File: src/rtl/spi_pixel_master.sv
// SPI mode-0 transmitter: streams BITS_PER_PIXEL-wide pixel words MSB first,
// with back-to-back words sharing a gapless spi_clk.
module spi_pixel_master #(
    parameter int BITS_PER_PIXEL = 32,
    parameter int HALF_PERIOD    = 1
) (
    input  logic                      clk,
    input  logic                      reset,
    input  logic [BITS_PER_PIXEL-1:0] in_data,
    input  logic                      in_valid,
    output logic                      in_ready,
    output logic                      spi_clk,
    output logic                      spi_mosi,
    output logic                      busy,
    output logic                      word_done
);

    localparam int HW = $clog2(HALF_PERIOD + 1);
    localparam int BW = $clog2(BITS_PER_PIXEL + 1);
    localparam logic [HW-1:0] HALF_LAST = HW'(HALF_PERIOD - 1);
    localparam logic [BW-1:0] BIT_LAST  = BW'(BITS_PER_PIXEL - 1);

    localparam logic [1:0] IDLE = 2'd0;
    localparam logic [1:0] LOW  = 2'd1;
    localparam logic [1:0] HIGH = 2'd2;

    logic [1:0]                state;
    logic [HW-1:0]             half_cnt;
    logic [BW-1:0]             bit_cnt;
    logic [BITS_PER_PIXEL-1:0] shift_reg;
    logic                      half_end;
    logic                      last_bit;
    logic                      accept;

    assign half_end = (half_cnt == HALF_LAST);
    assign last_bit = (bit_cnt == BIT_LAST);

    // Ready in IDLE, or on the very last clk of the final bit so the next word
    // is loaded on the same edge that ends the current one.
    assign in_ready = !reset &&
                      ((state == IDLE) || ((state == HIGH) && half_end && last_bit));
    assign accept   = in_valid && in_ready;

    always_ff @(posedge clk) begin
        if (reset) begin
            state     <= IDLE;
            half_cnt  <= '0;
            bit_cnt   <= '0;
            shift_reg <= '0;
            spi_clk   <= 1'b0;
            spi_mosi  <= 1'b0;
            busy      <= 1'b0;
            word_done <= 1'b0;
        end else begin
            word_done <= 1'b0;
            case (state)
                IDLE: begin
                    if (accept) begin
                        shift_reg <= in_data;
                        bit_cnt   <= '0;
                        half_cnt  <= '0;
                        spi_mosi  <= in_data[BITS_PER_PIXEL-1];
                        busy      <= 1'b1;
                        state     <= LOW;
                    end
                end
                LOW: begin
                    if (half_end) begin
                        half_cnt <= '0;
                        spi_clk  <= 1'b1;
                        state    <= HIGH;
                    end else begin
                        half_cnt <= half_cnt + 1'b1;
                    end
                end
                HIGH: begin
                    if (!half_end) begin
                        half_cnt <= half_cnt + 1'b1;
                    end else begin
                        half_cnt <= '0;
                        spi_clk  <= 1'b0;
                        if (!last_bit) begin
                            shift_reg <= shift_reg << 1;
                            spi_mosi  <= shift_reg[BITS_PER_PIXEL-2];
                            bit_cnt   <= bit_cnt + 1'b1;
                            state     <= LOW;
                        end else begin
                            word_done <= 1'b1;
                            if (accept) begin
                                shift_reg <= in_data;
                                bit_cnt   <= '0;
                                spi_mosi  <= in_data[BITS_PER_PIXEL-1];
                                state     <= LOW;
                            end else begin
                                spi_mosi <= 1'b0;
                                busy     <= 1'b0;
                                state    <= IDLE;
                            end
                        end
                    end
                end
                default: begin
                    state    <= IDLE;
                    spi_clk  <= 1'b0;
                    spi_mosi <= 1'b0;
                    busy     <= 1'b0;
                end
            endcase
        end
    end

endmodule

File: config.mk
export PLATFORM = sky130hd
export DESIGN_NAME = spi_pixel_master
export DESIGN_NICKNAME = d
export VERILOG_FILES = /design/src/rtl/spi_pixel_master.sv
export SDC_FILE = /design/constraint.sdc
export NUM_CORES = 1
export LEC_CHECK = 0
export CAP_MARGIN = 10
export CORE_MARGIN = 10
export CORE_UTILIZATION = 52
export DETAILED_ROUTE_END_ITERATION = 10
export PLACE_DENSITY_LB_ADDON = 0.25
export SYNTH_ARGS = -nofsm -noshare
export SYNTH_HDL_FRONTEND = slang
export SYNTH_SLANG_ARGS = --single-unit
File: constraint.sdc
create_clock -name clk -period 2.4 [get_ports clk]
set_input_delay 0.6 -clock clk [delete_from_list [all_inputs] [get_ports clk]]
set_output_delay 0.6 -clock clk [all_outputs]
set_load 0.02 [all_outputs]
==> impl_metrics.py <==
metrics = {
    "clock_network": {
        "clockBufferDepth": 2,
        "htreeDepth": 2,
        "cts.sinks": 43,
        "cts_hold_repair.buffers": 0,
        "cts_tree": "done",
        "insertion_delay_ps": 290,
        "cts-buffers-inserted": 5,
        "cts.clk_slew.worst_paths_ps": 70,
        "root_buffer": "clkbuf_8",
    },
    "logic_synthesis": {
        "ys.flop_type": "dfxtp_1",
        "syn_area_um2": 2150,
        "yosysWarnings": 0,
        "ys_types": 40,
        "seq_area_frac_synth": 0.401,
        "synth_cells": 238,
        "ys_ff_latch": 43,
        "synth_async_sr_flop_share": 0,
        "synth_edf_count": 0,
        "syn_area_per_cell_um2": 9.03,
        "syn-num-nets": 274,
    },
    "placement": {
        "gp_congestion": 0.850,
        "portBuffers": 39,
        "pre_cts_ws_ps": -149,
        "placed_area_um2": 2630,
        "dpl.hpwl_um": 3450,
    },
    "timing": {
        "grt_setup_unrepaired": "no",
        "timing.fmax_ghz": 0.429,
        "hold_violations": 0,
        "tns_ps": 0,
        "report.final.slew_viol_count": 0,
        "maxSlewHeadroom": 0.308,
        "clock_skew_ps": 5.63,
        "setup-violations-final": 0,
        "layout_setup_ws_ps": 71.0,
        "fin_crit_ps": 2330,
        "worst_pin_slew_ps": 1040,
        "min_period_over_period": 0.970,
    },
    "global_routing": {
        "grt_usage": 0.142,
        "grt_pass1_wl_um": 8760,
        "grt_pass1_vias": 2003,
        "grt_max_degree": 37,
        "overflow": 0,
        "antenna_found_initial": 0,
    },
    "floorplanning": {
        "io_pins": 40,
        "die_w_um": 84.3,
        "start_util": 0.537,
        "die_area_um2": 7100,
        "core_area_um2": 4000,
        "row_count": 23,
        "die_y_um": 84.3,
    },
    "layout": {
        "largest_reg_flops": 31,
        "drive_gt1_frac": 0.0939,
        "final_area_um2": 2700,
        "final_util": 0.674,
        "fin_nets": 314,
        "n_antenna_cell": 0,
        "fillers": 351,
        "syn_to_final_growth_pct": 25.5,
    },
    "routing": {
        "met2_wirelength_um": 2410,
        "routedWlPerCell_um": 15.1,
        "met1_length_um": 2190,
        "drt_drc_violations_left": 0,
        "viasPerCell": 5.87,
        "routed_wl_um": 4940,
        "ant_nets": 0,
        "num_vias": 1920,
        "dr.pass1.iters": 4,
        "drt_iter0_drc": 183,
        "top_layer": "met4",
        "wl_met3_um": 284,
    },
    "power": {
        "power_w": 0.00146,
        "p_int_w": 0.00109,
        "p_leak_nw": 1.06,
        "p_switching_w": 0.000370,
        "p_seq_frac": 0.542,
        "power_frac_clock": 0.285,
        "combPwrFrac": 0.174,
        "swShare": 0.253,
        "peakVddDrop_v": 0.000357,
        "power_density_nw_per_um2": 543,
    },
    "setup_path": {
        "worst-r2r-setup-slack_ps": 580,
        "arrival_ps": 1730,
        "critPathMaxFanout": 2,
        "cp.required_ps": 1800,
        "criticalPathCategory": "primary input to output pin",
        "worstSetupStartpointType": "primary input",
        "cp-end-kind": "output pin",
    },
    "outcome": {
        "outcome": "finished clean",
    },
    "hold_path": {
        "worst_hold_path_type": "register to register",
    },
    "flow_run": {
        "drv_cap": 0,
    },
}
per-stage QoR:
stage	instances	hold WS, ps
6_report	327	485
4_1_cts	327	490
3_5_place_dp	321	479
2_1_floorplan	238	443
5_1_grt	327	518
3_3_place_gp	321	461
metal layers:
layer / vias to the layer above / global-route usage
li1: 954 / -
met1: 915 / 0.164
met2: 43 / 0.243
met3: 8 / 0.0396
met4: 0 / 0.0502
met5: - / 0
synthesized netlist by cell type, types with 2 or more instances:
| master | instances | area [µm²] |
|---|---|---|
| dfxtp_1 | 43 | 861 |
| o21ai_0 | 33 | 165 |
| mux2i_1 | 29 | 290 |
| and2_1 | 16 | 100 |
| o22ai_1 | 15 | 93.8 |
| a22oi_1 | 14 | 105 |
| clkbuf_1 | 10 | 37.5 |
| nand3_1 | 9 | 45.0 |
| a21oi_1 | 8 | 40.0 |
| nand2_1 | 7 | 26.3 |
| nor2_1 | 7 | 26.3 |
| nor3_1 | 5 | 25.0 |
| inv_1 | 4 | 15.0 |
| buf_6 | 3 | 33.8 |
| nand2b_1 | 3 | 18.8 |
| nor2b_1 | 3 | 18.8 |
| a31oi_1 | 2 | 12.5 |
| buf_2 | 2 | 10.0 |
| buf_4 | 2 | 15.0 |
| o211ai_1 | 2 | 15.0 |
| o21ai_1 | 2 | 10.0 |
worst paths after layout:
path	from	endpoint	cells past startpoint
max	reset	in_ready	5
min	shift_reg[30]$_SDFFE_PP0P_	shift_reg[30]$_SDFFE_PP0P_	2
max reg2reg	bit_cnt[0]$_SDFFE_PP0P_	shift_reg[1]$_SDFFE_PP0P_	6
min reg2reg	shift_reg[30]$_SDFFE_PP0P_	shift_reg[30]$_SDFFE_PP0P_	2
cells by family (layout without fill, tap and decap cells):
| group | Yosys count | count (layout) | synth area share |
|---|---|---|---|
| buffers and inverters | 21 | 60 | 0.0518 |
| AND/OR/NAND/NOR | 58 | 58 | 0.153 |
| multiplexers | 30 | 30 | 0.140 |
| adder cells (fa/ha/maj) | 1 | 1 | 0.00582 |
| AO/OA/AOI/OAI | 85 | 85 | 0.249 |
| flip-flops | 43 | 43 | 0.401 |
layout make-up:
type | instances | area, µm² | share of cell area
clock buffers | 6 | 72.6 | 0.0269
inverters | 4 | 15.0 | 0.00557
multi-input cells | 174 | 1180 | 0.436
flip-flops and latches | 43 | 861 | 0.319
well taps | 50 | 62.6 | 0.0232
repair buffers | 50 | 509 | 0.189
worst max-delay path, stage by stage:
cell and delay, ps:
clkdlybuf4s50_1 470, nor2_1 170, nand2_1 90, inv_1 50, dlygate4sd2_1 340
what timing repair did:
| item | 4_1_cts | 5_1_grt |
|---|---|---|
| setup buffers | 0 | 0 |
| endpoints found under the setup margin | 1 | 0 |
| resized for setup | 1 | 0 |
power by group through the flow:
stage	combinational (W)	sequential [W]	clock, W
after floorplan	0.000143	0.000807	0
after global placement	0.000251	0.000807	0
after detailed placement	0.000256	0.000809	0
after CTS	0.000256	0.000793	0.000431
after global routing	0.000284	0.000800	0.000457
final	0.000254	0.000793	0.000417
cells in the final DEF (no fill, tap or decap), types with 2 or more instances in the layout:
cell type	instances
dfxtp_1	43
clkdlybuf4s50_1	38
o21ai_0	33
mux2i_1	29
and2_1	16
o22ai_1	15
a22oi_1	14
nand3_1	9
a21oi_1	8
buf_4	8
nand2_1	7
nor2_1	7
nor3_1	5
clkbuf_8	5
inv_1	4
nor2b_1	3
nand2b_1	3
buf_12	3
o21ai_1	2
o211ai_1	2
a31oi_1	2
Power figures use the tool's default switching activity.
